==> src/rtl/imem_loader_if.sv <==
// Byte-stream receive side and imem write port of the boot loader, bundled together.
// The loader takes the slave view; the host/link and imem side take the master view.
interface imem_loader_if #(
   parameter int ADDR_W = 15
) ();
   logic [7:0]        rx_data;
   logic              rx_valid;
   logic              rx_ready;
   logic              imem_we;
   logic [ADDR_W-1:0] imem_addr;
   logic [31:0]       imem_wdata;

   modport slave (
      input  rx_data, rx_valid,
      output rx_ready, imem_we, imem_addr, imem_wdata
   );

   modport master (
      output rx_data, rx_valid,
      input  rx_ready, imem_we, imem_addr, imem_wdata
   );
endinterface

==> src/rtl/imem_loader.sv <==
// Boot-time imem loader: parses MAGIC/LEN/data/SUM frames, packs bytes big-endian into
// words, writes imem and releases the core from reset only after a good checksum.
//
// state    | meaning
// ---------+-----------------------------------------------------------
// S_MAGIC  | hunting for the frame start byte, other bytes discarded
// S_LEN_HI | expecting word count [15:8]
// S_LEN_LO | expecting word count [7:0], range check against IMEM_SIZE
// S_DATA   | packing data bytes, one imem write per 4 bytes
// S_SUM    | expecting checksum byte
// S_DONE   | frame good, core released, waiting for reload
// S_ERR    | overflow or bad checksum, core held, waiting for reload
module imem_loader #(
   parameter int         IMEM_SIZE = 32768,
   parameter logic [7:0] MAGIC     = 8'hA5
) (
   input  logic          clk,
   input  logic          reset_n,
   imem_loader_if.slave  bus,
   input  logic          reload,
   output logic          core_reset_n,
   output logic          load_done,
   output logic          load_error,
   output logic [15:0]   word_count
);
   localparam int ADDR_W = $clog2(IMEM_SIZE);

   typedef enum logic [2:0] {
      S_MAGIC, S_LEN_HI, S_LEN_LO, S_DATA, S_SUM, S_DONE, S_ERR
   } state_t;

   state_t            r_state;
   logic [7:0]        r_len_hi;
   logic [15:0]       r_words_left;
   logic [7:0]        r_acc;
   logic [1:0]        r_byte_idx;
   logic [23:0]       r_shift;
   logic [15:0]       r_word_cnt;
   logic              r_we;
   logic [ADDR_W-1:0] r_addr;
   logic [31:0]       r_wdata;
   logic              r_core_rst_n;
   logic              r_done;
   logic              r_err;

   logic              w_ready;
   logic              w_accept;
   logic [15:0]       w_len;
   logic              w_len_big;
   logic [7:0]        w_sum;

   assign w_ready   = (r_state != S_DONE) && (r_state != S_ERR);
   assign w_accept  = bus.rx_valid && w_ready;
   assign w_len     = {r_len_hi, bus.rx_data};
   assign w_len_big = {16'h0000, w_len} > 32'(IMEM_SIZE);
   assign w_sum     = r_acc + bus.rx_data;

   always_ff @(posedge clk or negedge reset_n) begin
      if (!reset_n) begin
         r_state      <= S_MAGIC;
         r_len_hi     <= 8'h00;
         r_words_left <= 16'h0000;
         r_acc        <= 8'h00;
         r_byte_idx   <= 2'd0;
         r_shift      <= 24'h000000;
         r_word_cnt   <= 16'h0000;
         r_we         <= 1'b0;
         r_addr       <= '0;
         r_wdata      <= 32'h0000_0000;
         r_core_rst_n <= 1'b0;
         r_done       <= 1'b0;
         r_err        <= 1'b0;
      end else begin
         r_we <= 1'b0;
         case (r_state)
            S_MAGIC: begin
               if (w_accept && (bus.rx_data == MAGIC)) r_state <= S_LEN_HI;
            end
            S_LEN_HI: begin
               if (w_accept) begin
                  r_len_hi <= bus.rx_data;
                  r_state  <= S_LEN_LO;
               end
            end
            S_LEN_LO: begin
               if (w_accept) begin
                  r_acc        <= 8'h00;
                  r_word_cnt   <= 16'h0000;
                  r_byte_idx   <= 2'd0;
                  r_words_left <= w_len;
                  if (w_len_big) begin
                     r_state <= S_ERR;
                     r_err   <= 1'b1;
                  end else if (w_len == 16'h0000) begin
                     r_state <= S_SUM;
                  end else begin
                     r_state <= S_DATA;
                  end
               end
            end
            S_DATA: begin
               if (w_accept) begin
                  r_acc      <= w_sum;
                  r_shift    <= {r_shift[15:0], bus.rx_data};
                  r_byte_idx <= r_byte_idx + 2'd1;
                  if (r_byte_idx == 2'd3) begin
                     r_we         <= 1'b1;
                     r_addr       <= r_word_cnt[ADDR_W-1:0];
                     r_wdata      <= {r_shift, bus.rx_data};
                     r_word_cnt   <= r_word_cnt + 16'd1;
                     r_words_left <= r_words_left - 16'd1;
                     if (r_words_left == 16'd1) r_state <= S_SUM;
                  end
               end
            end
            S_SUM: begin
               if (w_accept) begin
                  if (w_sum == 8'h00) begin
                     r_state      <= S_DONE;
                     r_done       <= 1'b1;
                     r_core_rst_n <= 1'b1;
                  end else begin
                     r_state <= S_ERR;
                     r_err   <= 1'b1;
                  end
               end
            end
            S_DONE, S_ERR: begin
               if (reload) begin
                  r_state      <= S_MAGIC;
                  r_done       <= 1'b0;
                  r_err        <= 1'b0;
                  r_core_rst_n <= 1'b0;
                  r_word_cnt   <= 16'h0000;
                  r_acc        <= 8'h00;
               end
            end
            default: r_state <= S_MAGIC;
         endcase
      end
   end

   assign bus.rx_ready   = w_ready;
   assign bus.imem_we    = r_we;
   assign bus.imem_addr  = r_addr;
   assign bus.imem_wdata = r_wdata;
   assign core_reset_n   = r_core_rst_n;
   assign load_done      = r_done;
   assign load_error     = r_err;
   assign word_count     = r_word_cnt;
endmodule

==> src/flat_wrapper.sv <==
// flat-port wrapper written by rule: the top's interface ports become plain ports
module imem_loader_flat 
#(
   parameter int         IMEM_SIZE = 32768,
   parameter logic [7:0] MAGIC     = 8'hA5
)
  (clk, reset_n, reload, core_reset_n, load_done, load_error, word_count, bus_rx_data, bus_rx_valid, bus_rx_ready, bus_imem_we, bus_imem_addr, bus_imem_wdata);
  imem_loader_if #(.ADDR_W(15)) bus_i ();
  input  logic clk;
  input  logic reset_n;
  input  logic reload;
  output logic core_reset_n;
  output logic load_done;
  output logic load_error;
  output logic [15:0] word_count;
  input wire logic [$bits(bus_i.rx_data)-1:0] bus_rx_data;
  input wire logic [$bits(bus_i.rx_valid)-1:0] bus_rx_valid;
  output wire logic [$bits(bus_i.rx_ready)-1:0] bus_rx_ready;
  output wire logic [$bits(bus_i.imem_we)-1:0] bus_imem_we;
  output wire logic [$bits(bus_i.imem_addr)-1:0] bus_imem_addr;
  output wire logic [$bits(bus_i.imem_wdata)-1:0] bus_imem_wdata;
  assign bus_i.rx_data = bus_rx_data;
  assign bus_i.rx_valid = bus_rx_valid;
  assign bus_rx_ready = bus_i.rx_ready;
  assign bus_imem_we = bus_i.imem_we;
  assign bus_imem_addr = bus_i.imem_addr;
  assign bus_imem_wdata = bus_i.imem_wdata;
  imem_loader #(.IMEM_SIZE(IMEM_SIZE), .MAGIC(MAGIC)) u_core (.clk(clk), .reset_n(reset_n), .bus(bus_i), .reload(reload), .core_reset_n(core_reset_n), .load_done(load_done), .load_error(load_error), .word_count(word_count));
endmodule
==> config.mk <==
export PLATFORM = sky130hd
export DESIGN_NAME = imem_loader_flat
export DESIGN_NICKNAME = d
export VERILOG_FILES = /design/src/rtl/imem_loader_if.sv /design/src/rtl/imem_loader.sv /design/src/flat_wrapper.sv
export SDC_FILE = /design/constraint.sdc
export NUM_CORES = 1
export LEC_CHECK = 0
export BUFFER_PORTS_ARGS = -buffer_cell sky130_fd_sc_hd__buf_2
export CAP_MARGIN = 20
export CELL_PAD_IN_SITES_DETAIL_PLACEMENT = 0
export CELL_PAD_IN_SITES_GLOBAL_PLACEMENT = 1
export CORE_MARGIN = 10
export CORE_UTILIZATION = 44
export CTS_BUF_LIST = sky130_fd_sc_hd__clkbuf_8 sky130_fd_sc_hd__clkbuf_16
export DETAILED_ROUTE_END_ITERATION = 10
export HOLD_SLACK_MARGIN = 0.12
export MAX_ROUTING_LAYER = met4
export PLACE_DENSITY = 0.88
export SLEW_MARGIN = 5
export SYNTH_ARGS = -nofsm -noshare
export SYNTH_HDL_FRONTEND = slang
export SYNTH_SLANG_ARGS = --single-unit
==> constraint.sdc <==
create_clock -name clk -period 3.6 [get_ports clk]
set_clock_uncertainty 0.05 [all_clocks]
set_input_delay 0.36 -clock clk [delete_from_list [all_inputs] [get_ports clk]]
set_output_delay 0.36 -clock clk [all_outputs]
set_load 0.02 [all_outputs]
* Word-level counts from Yosys, hierarchy flattened
Index checks and enable logic that the tools add are counted.
** Word-level totals
- Bits of input ports :: 12
- Output and inout bits :: 68
- Register bits :: 127
- Word-level logic and storage cells :: 100
** Operators by class
- Order comparisons :: 1
- Muxes and demuxes :: 40
- Reductions and logical operators :: 21
- Add/sub/neg operators :: 4
- Equality and inequality tests :: 22
** Operator list (number)
- two-way mux 16 bit :: 7
- one-hot mux 16 bit (3 select lines) :: 1
- one-hot mux 16 bit (2 select lines) :: 1
- two-way mux 3 bit :: 10
- two-way mux 8 bit :: 3
- one-hot mux 8 bit (3 select lines) :: 1
- != test 2 x 1 -> 1 bit, second input constant :: 9
- one-hot mux 3 bit (6 select lines) :: 1
- adder 16 x 1 -> 16 bit, second input constant :: 1
- equality test 16 x 1 -> 1 bit, second input constant :: 1
- greater-than comparator 16 bit, second input constant :: 1
- logical NOT 16 bit :: 1
- subtractor 16 x 1 -> 16 bit, second input constant :: 1
- AND reduction 4 bit :: 3
- two-way mux 1 bit :: 10
- equality test 3 bit, second input constant :: 3
- adder 8 bit :: 1
- equality test 8 bit, second input constant :: 1
- logical NOT 8 bit :: 1
- AND reduction 8 bit :: 1
- equality test 3 x 2 -> 1 bit, second input constant :: 2
- two-way mux 2 bit :: 3
- != test 3 bit, second input constant :: 2
- AND reduction 3 bit :: 2
- other kinds (15) :: 21

* Logic depth before layout (Yosys ltp)
Gate-level depths: netlist of run 1.
- Word-level depth :: 6
- Depth in mapped cells :: 10

* Least setup slack after synthesis of run 1
Ideal clock, no wire load.
- Kind :: input port to flip-flop
- Start :: input port bus_rx_data[0]
- End :: register u_core.r_state[1]
- Arrival time :: 2543 ps
- Cell stages on the path :: 7
- Data required time :: 3423 ps
- Path slack :: 880 ps
- Cells stage by stage :: ha_1 -> fa_1 -> xor2_1 -> or3_1 -> or3_1 -> or4_1 -> a221o_2
** Between the ends
- Cells in the longest elaborated chain, start to end :: 5
- Elaborated cells between the ends (all ways) :: 14
** Ends and longest elaborated chain
- start: declaration :: RTL line flat_wrapper.sv:16 : input wire logic [$bits(bus_i.rx_data)-1:0] bus_rx_data;
- adder 8 bit or logical NOT 16 bit (tied branches) :: RTL line imem_loader.sv:56, imem_loader.sv:94
- logical NOT 8 bit or two-way mux 3 bit (tied branches) :: RTL line imem_loader.sv:118, imem_loader.sv:94
- two-way mux 2 bit or two-way mux 3 bit (tied branches) :: RTL line imem_loader.sv:118, imem_loader.sv:91
- two-way mux 3 bit, on equally long branches :: RTL line imem_loader.sv:117, imem_loader.sv:86
- one-hot mux 3 bit (6 select lines) :: RTL line imem_loader.sv:75 : case (r_state)
- end signal: assignment :: RTL line imem_loader.sv:77 : if (w_accept && (bus.rx_data == MAGIC)) r_state <= S_LEN_HI;
- end signal: assignment :: RTL line imem_loader.sv:119 : r_state <= S_DONE;
- end signal: assignment :: RTL line imem_loader.sv:123 : r_state <= S_ERR;
- end: declaration :: RTL line imem_loader.sv:32 : state_t r_state;
Parallel ways exist; a longest one is shown, timed or not. The select of a mux whose other input is x is not followed.
A chain may end at the register's enable or synchronous reset.

* Final worst setup path of run 1
- Start :: register u_core.r_acc[2]
- End :: register u_core.r_state[1]
** Between the ends
- Cells in the longest elaborated chain, start to end :: 5
** Ends and longest elaborated chain
- start: declaration :: RTL line imem_loader.sv:35 : logic [7:0] r_acc;
- start signal: assignment :: RTL line imem_loader.sv:103 : r_acc <= w_sum;
- adder 8 bit :: RTL line imem_loader.sv:56 : assign w_sum = r_acc + bus.rx_data;
- logical NOT 8 bit :: RTL line imem_loader.sv:118 : if (w_sum == 8'h00) begin
- two-way mux 2 bit :: RTL line imem_loader.sv:118
- two-way mux 3 bit :: RTL line imem_loader.sv:117 : if (w_accept) begin
- one-hot mux 3 bit (6 select lines) :: RTL line imem_loader.sv:75
No other way between the ends. The select of a mux whose other input is x is not followed.

==> run metrics, run 1 <==
P_leak=3.66 nW; die height=135 um; max cap viols=0; port bufs=79; worst r2r src=u_core.r_acc[2]; gr usage total=16.6%; CTS-repair resized insts=0; Final nets=707; wire per inst=16.5 um; Diodes inserted=0; GPL Wtd Cong=0.854; Initial Util=44.5%; final worst path period need=2910 ps; Max clock buf depth=2; final setup fails=0; Pwr Total=5.16 mW; number of enable flip-flop cells after synthesis=0; VDD IR max=0.000417 V; area of the multi-input gates=2520 um^2; pin count of the biggest net entering global routing=128; Final ANT Viol Nets=0; Clock Latency Late Sink=420 ps; Worst Tran Pin Value=738 ps; drt pass-1 iters=5; Final Routed Wirelength=14.4 mm; Num CTS Buffers=17; Critical Path AT=3160 ps; syn_nets=629; CTS tree=built; Synth Warn #=0; clk sinks=127; Finished Layout Cells=871; Hold Buf Count CTS=1; async set or reset register ratio after synthesis=100%; drt drc=0; Final Hold Viols=0; CP required=3850 ps; placed insts=839; vias per std cell=5.41; Iteration-0 DRC Markers=338; Hold Slack=193 ps; Relative slew margins=50.4%; CP startpoint kind=register; post-synthesis sequential area ratio=54.3%; CP Max Fanout=4; Die ar.=18300 um^2; first-pass GRT wire length=24.0 mm; syn_area_per_cell=9.67 um^2; final worst path period share=80.9%; Synth Instances=605; share of the synthesized area in the top cell type=54.3%; FMAX=343 MHz; most frequent cell after synthesis=nand2_1; Setup TNS=0 ps; crit path to=u_core.r_state[1]; status=complete, no violations; Post-CTS Setup Repair Bufs=0; Die Wd=135 um; Clk pin slew, worst setup/hold paths=60 ps; Core Area=13100 um^2; synthesized area=5850 um^2; ys flop type=dfrtp_1; R2R setup slack=690 ps; CP Capture Type=register; Max H-tree Level=4; type of the worst setup path=register to register; FF/Latch Area=3180 um^2; I/O pins=80; r2r endpoint=u_core.r_state[1]; PwrDens=726 nW/um^2; unrepaired setup endpoints after global routing=false; Synth top cells by count=nand2_1 (179), dfrtp_1 (127), o21ai_0 (34), mux2_2 (32), nor2_1 (29); fraction of layout cells with a size suffix above 1=23.0%; DR vias=4710; Area growth syn-to-layout=21.5%; Filler cells=1171; Rows=42; Yosys reg bits=127; number of global-route vias before repair=4822; CTS root buf=clkbuf_16; initial antenna violation count=0; number of distinct library cells after synthesis=57; R2R depth=7; Synth area leader=dfrtp_1; total gr overflow=0; Worst Setup SP=u_core.r_acc[2]; DP Wirelength=9.92 mm; Slew Limit Fails=0; worst min path class=input port to register; top post-synthesis cells by area=dfrtp_1 (54%), nand2_1 (11%), mux2_2 (6.2%)
## critical path, cell delays in order, from the launching register on
cell	delay [ps]
dfrtp_1	380
ha_1	340
a21oi_1	160
nand2_1	110
a31oi_1	420
mux2_2	400
or4_1	560
a221o_2	370
## stage by stage
step,instance area [um^2],utilization [%],worst slack [ps]
floorplan,5850,-,880
global placement,6430,49.0,606
detailed placement,6430,49.0,569
CTS,7110,54.1,689
global route,7110,54.1,551
finish,7110,54.1,688
## report_power, final
group	switching, mW	total, mW	internal (mW)
registers	0.322	2.06	1.74
logic	0.686	1.19	0.508
clock network	0.609	1.90	1.29
## kinds of logic (layout without fill, tap and decap cells)
kind of cell,count (synthesis),count (layout),share of synthesized area [%]
buf+inv,39,129,2.63
simple gates,270,270,19.9
xor+xnor,20,20,2.99
mux,34,34,6.50
fa+ha+maj,12,12,2.69
compound gates,103,103,11.0
flops,127,127,54.3
## worst min-delay path by stage
stage / from / endpoint / depth (start not counted)
2_1_floorplan: reset_n / u_core.bus.imem_addr[0] / 0
3_3_place_gp: u_core.bus.imem_wdata[13] / u_core.bus.imem_wdata[13] / 2
3_5_place_dp: u_core.bus.imem_wdata[29] / u_core.bus.imem_wdata[29] / 2
4_1_cts: bus_rx_data[3] / u_core.r_shift[3] / 3
5_1_grt: bus_rx_data[4] / u_core.r_shift[4] / 3
6_report: bus_rx_data[3] / u_core.r_shift[3] / 3
## layout by cell type, fill, tap and decap left out, types with 5 or more instances in the layout
cell type / count
nand4_1: 6
dfrtp_1: 127
nor3_1: 10
ha_1: 11
xnor2_1: 10
mux2_2: 32
nand2_1: 178
o22ai_1: 6
a31oi_1: 5
nand3_1: 9
bufinv_16: 5
nor4_1: 12
a21oi_1: 24
a22o_1: 6
clkbuf_16: 17
inv_1: 7
xor2_1: 10
o21ai_0: 34
buf_4: 10
buf_2: 78
nor2_1: 29
## layout make-up
type                    instances  area share, %
repair buffers                 90           6.97
inverters                       8          0.422
flip-flops and latches        127           44.7
clock buffers                  21           6.76
clock inverters                10           2.57
multi-input cells             439           35.5
well taps                     176           3.10
## sequential cells by signal, indices dropped and copies added (netlist names)
signal and flops:
u_core.r_state 3, u_core.word_count 16, u_core.bus.imem_addr 15, u_core.bus.imem_wdata 32, u_core.load_error 1, u_core.r_len_hi 8, u_core.r_shift 24, u_core.r_byte_idx 2
u_core.core_reset_n 1, u_core.r_acc 8, u_core.bus.imem_we 1, u_core.r_words_left 16
## layer usage
layer  global-route usage, %  wire [um]  vias up
met4                    6.52        275        0
met1                    20.9       6520     2315
met3                    4.56        870       23
li1                        -          -     2237
met5                       -          0        -
met2                    25.0       6730      135
No activity file was read; power rests on OpenSTA's default activity.
==> run 2: changes to the inputs <==
--- a/config.mk
+++ b/config.mk
@@ -10,12 +10,12 @@
 export CELL_PAD_IN_SITES_DETAIL_PLACEMENT = 0
 export CELL_PAD_IN_SITES_GLOBAL_PLACEMENT = 1
 export CORE_MARGIN = 10
-export CORE_UTILIZATION = 44
+export CORE_UTILIZATION = 40
 export CTS_BUF_LIST = sky130_fd_sc_hd__clkbuf_8 sky130_fd_sc_hd__clkbuf_16
 export DETAILED_ROUTE_END_ITERATION = 10
 export HOLD_SLACK_MARGIN = 0.12
 export MAX_ROUTING_LAYER = met4
-export PLACE_DENSITY = 0.88
+export PLACE_DENSITY = 0.85
 export SLEW_MARGIN = 5
 export SYNTH_ARGS = -nofsm -noshare
 export SYNTH_HDL_FRONTEND = slang
==> constraint.sdc (replaced) <==
create_clock -name clk -period 2.6 [get_ports clk]
set_clock_uncertainty 0.05 [all_clocks]
set_input_delay 0.26 -clock clk [delete_from_list [all_inputs] [get_ports clk]]
set_output_delay 0.26 -clock clk [all_outputs]
set_load 0.02 [all_outputs]
==> run 2 against run 1 <==
Against the previous run: the run now ends with setup timing left; largest power group unchanged; sequential power up 38%; global-route usage down 0.86 points; clock-buffer cell count down 4; setup slack worse by 850 ps; total power up 36%; worst hold slack worse by 27 ps; combinational power up 52%; critical path depth unchanged; clock power up 25%.
==> run metrics, run 2 (synthesized netlist as in run 1, its figures left out) <==
Final nets=728 (+3.0%); gr usage total=15.8% (-0.86 points); max cap viols=0 (unchanged); VDD IR max=0.000775 V (+86%); drt pass-1 iters=7 (+2); Core Area=14400 um^2 (+9.8%); Filler cells=1345 (+15%); unrepaired setup endpoints after global routing=true; final worst path period share=106% (+25 points); I/O pins=80 (unchanged); wire per inst=16.8 um (+1.5%); max reg flops=32 (unchanged); DP Area=6590 um^2 (+2.5%); switching power=2.31 mW (+43%); Die Wd=141 um (+4.2%); clock share of power=33.8% (-3.1 points); Final ANT Viol Nets=0 (unchanged); GPL Wtd Cong=0.852 (-0.19%); Diodes inserted=0 (unchanged); R2R depth=7 (unchanged); Setup WS post-layout=-163 ps (-850 ps); Finished Cell Area=7250 um^2 (+2.0%); first-pass GRT wire length=25.1 mm (+4.6%); area of the multi-input gates=2540 um^2 (+0.94%); Rows=44 (+4.8%); Initial Util=40.6% (-4.0 points); CP Capture Type=register; number of global-route vias before repair=4885 (+1.3%); fraction of layout cells with a size suffix above 1=25.5% (+2.5 points); Relative slew margins=55.3% (+4.9 points); Area growth syn-to-layout=23.9%; status=finished with violations; Final Routed Wirelength=15.1 mm (+5.0%); clk sinks=127 (unchanged); Slew Limit Fails=0 (unchanged); Critical Path AT=3010 ps (-150 ps); port bufs=79 (unchanged); Pwr Total=7.03 mW (+36%); FF/Latch Area=3180 um^2 (unchanged); pin count of the biggest net entering global routing=47 (-63%); drt drc=0 (unchanged); Worst Hold Depth=3 (unchanged); vias per std cell=5.36 (-0.89%); initial antenna violation count=0 (unchanged); commonest non-fill, non-tap cells in the layout=nand2_1 (178), dfrtp_1 (127), buf_2 (78), o21ai_0 (34), mux2_2 (32); FMAX=362 MHz (+5.4%); Clk pin slew, worst setup/hold paths=60 ps (about the same); P_leak=3.73 nW (+2.2%); Flop pwr share=40.5% (+0.5 points); CP startpoint kind=register; total gr overflow=0 (unchanged); Die ar.=19900 um^2 (+8.5%); Num CTS Buffers=17 (unchanged); PwrDens=969 nW/um^2 (+34%); type of the worst setup path=register to register; Switching Fraction=32.9% (+1.5 points); final worst path period need=2760 ps (-150 ps); Comb pwr share=25.7% (+2.6 points); Max H-tree Level=4 (unchanged); Iteration-0 DRC Markers=266 (-21%); commonest non-fill, non-tap cell in the layout=nand2_1; worst min path class=input port to register; Worst Tran Pin Value=667 ps (-71.1 ps); P_int=4.72 mW (+33%); final setup fails=2 (+2); CTS tree=built; CP Max Fanout=4 (unchanged); failing checks=setup timing; Final Hold Viols=0 (unchanged); Max clock buf depth=2 (unchanged); DR vias=4829 (+2.5%); Clock Latency Late Sink=410 ps (about the same); die height=141 um (+4.2%); CP required=2850 ps (-1000 ps); DP Wirelength=10.4 mm (+4.7%); CTS root buf=clkbuf_16
==> run 2: cell count changes in the layout (fill, tap and decap cells not counted), moves of 2 or more <==
| cell | delta |
|---|---|
| clkinv_4 | +3 |
| clkbuf_8 | -4 |
| buf_4 | +19 |
| inv_1 | +2 |
| bufinv_16 | -2 |
==> run 2: worst paths after layout <==
kind                                    start                   endpoint  slack (ps)
setup / recovery              u_core.r_acc[0]          u_core.r_state[1]        -160
hold / removal                 bus_rx_data[7]          u_core.r_shift[7]         170
setup reg to reg              u_core.r_acc[0]          u_core.r_state[1]        -160
hold reg to reg            u_core.r_shift[17]  u_core.bus.imem_wdata[25]         410
max in group asynchronous             reset_n         u_core.r_len_hi[6]        1390
min in group asynchronous             reset_n         u_core.bus.imem_we         320
==> run 2: per-layer routing <==
metal	vias to the layer above	part of all wire [%]	GRT usage (%)
met5	-	0	-
met4	0	1.4	5.43
met1	2370	45	19.5
met3	18	6.0	4.43
li1	2274	-	-
met2	167	48	24.4
==> run 2: final cells by class <==
class | count | area share [%]
sequential | 127 | 43.8
multi-input combinational | 439 | 35.1
timing repair buffer | 111 | 9.22
clock buffer | 17 | 5.87
tap | 184 | 3.18
clock inverter | 15 | 2.38
inverter | 8 | 0.414
==> run 2: repair_timing <==
action                                  in CTS  in global routing
hold buffers                                 2                  0
buffers inserted                             2                  1
pin swaps                                    1                  2
resized for setup                            1                  1
endpoints found under the hold margin       40                  0
endpoints found under the setup margin       2                  4
==> run 2: worst max-delay path, stage by stage (launching register included) <==
cell and delay, ps:
dfrtp_1 400, ha_4 180, fa_2 360, xor2_1 180, or3_1 310, or3_1 350
or4_4 460, a221o_2 340
==> run 2: per-stage QoR <==
stage | hold WS (ps) | cells | setup WS (ps) | utilization, % | TNS [ps]
finish | 166 | 901 | -163 | 50.3 | -238
global route | 157 | 901 | -236 | 50.3 | -431
CTS | 139 | 900 | -156 | 50.1 | -267
detailed placement | 239 | 864 | -171 | 45.7 | -258
global placement | 227 | 864 | -126 | 45.7 | -156
floorplan | -85.6 | 605 | -9.66 | - | -9.66
==> run 2: power by group through the flow <==
| stage | combinational (mW) | clock [mW] | sequential, mW |
|---|---|---|---|
| 2_1_floorplan | 1.30 | 0 | 2.72 |
| 3_3_place_gp | 1.66 | 0 | 2.83 |
| 3_5_place_dp | 1.74 | 0 | 2.86 |
| 4_1_cts | 1.79 | 2.43 | 2.83 |
| 5_1_grt | 2.03 | 2.53 | 2.91 |
| 6_report | 1.81 | 2.37 | 2.85 |
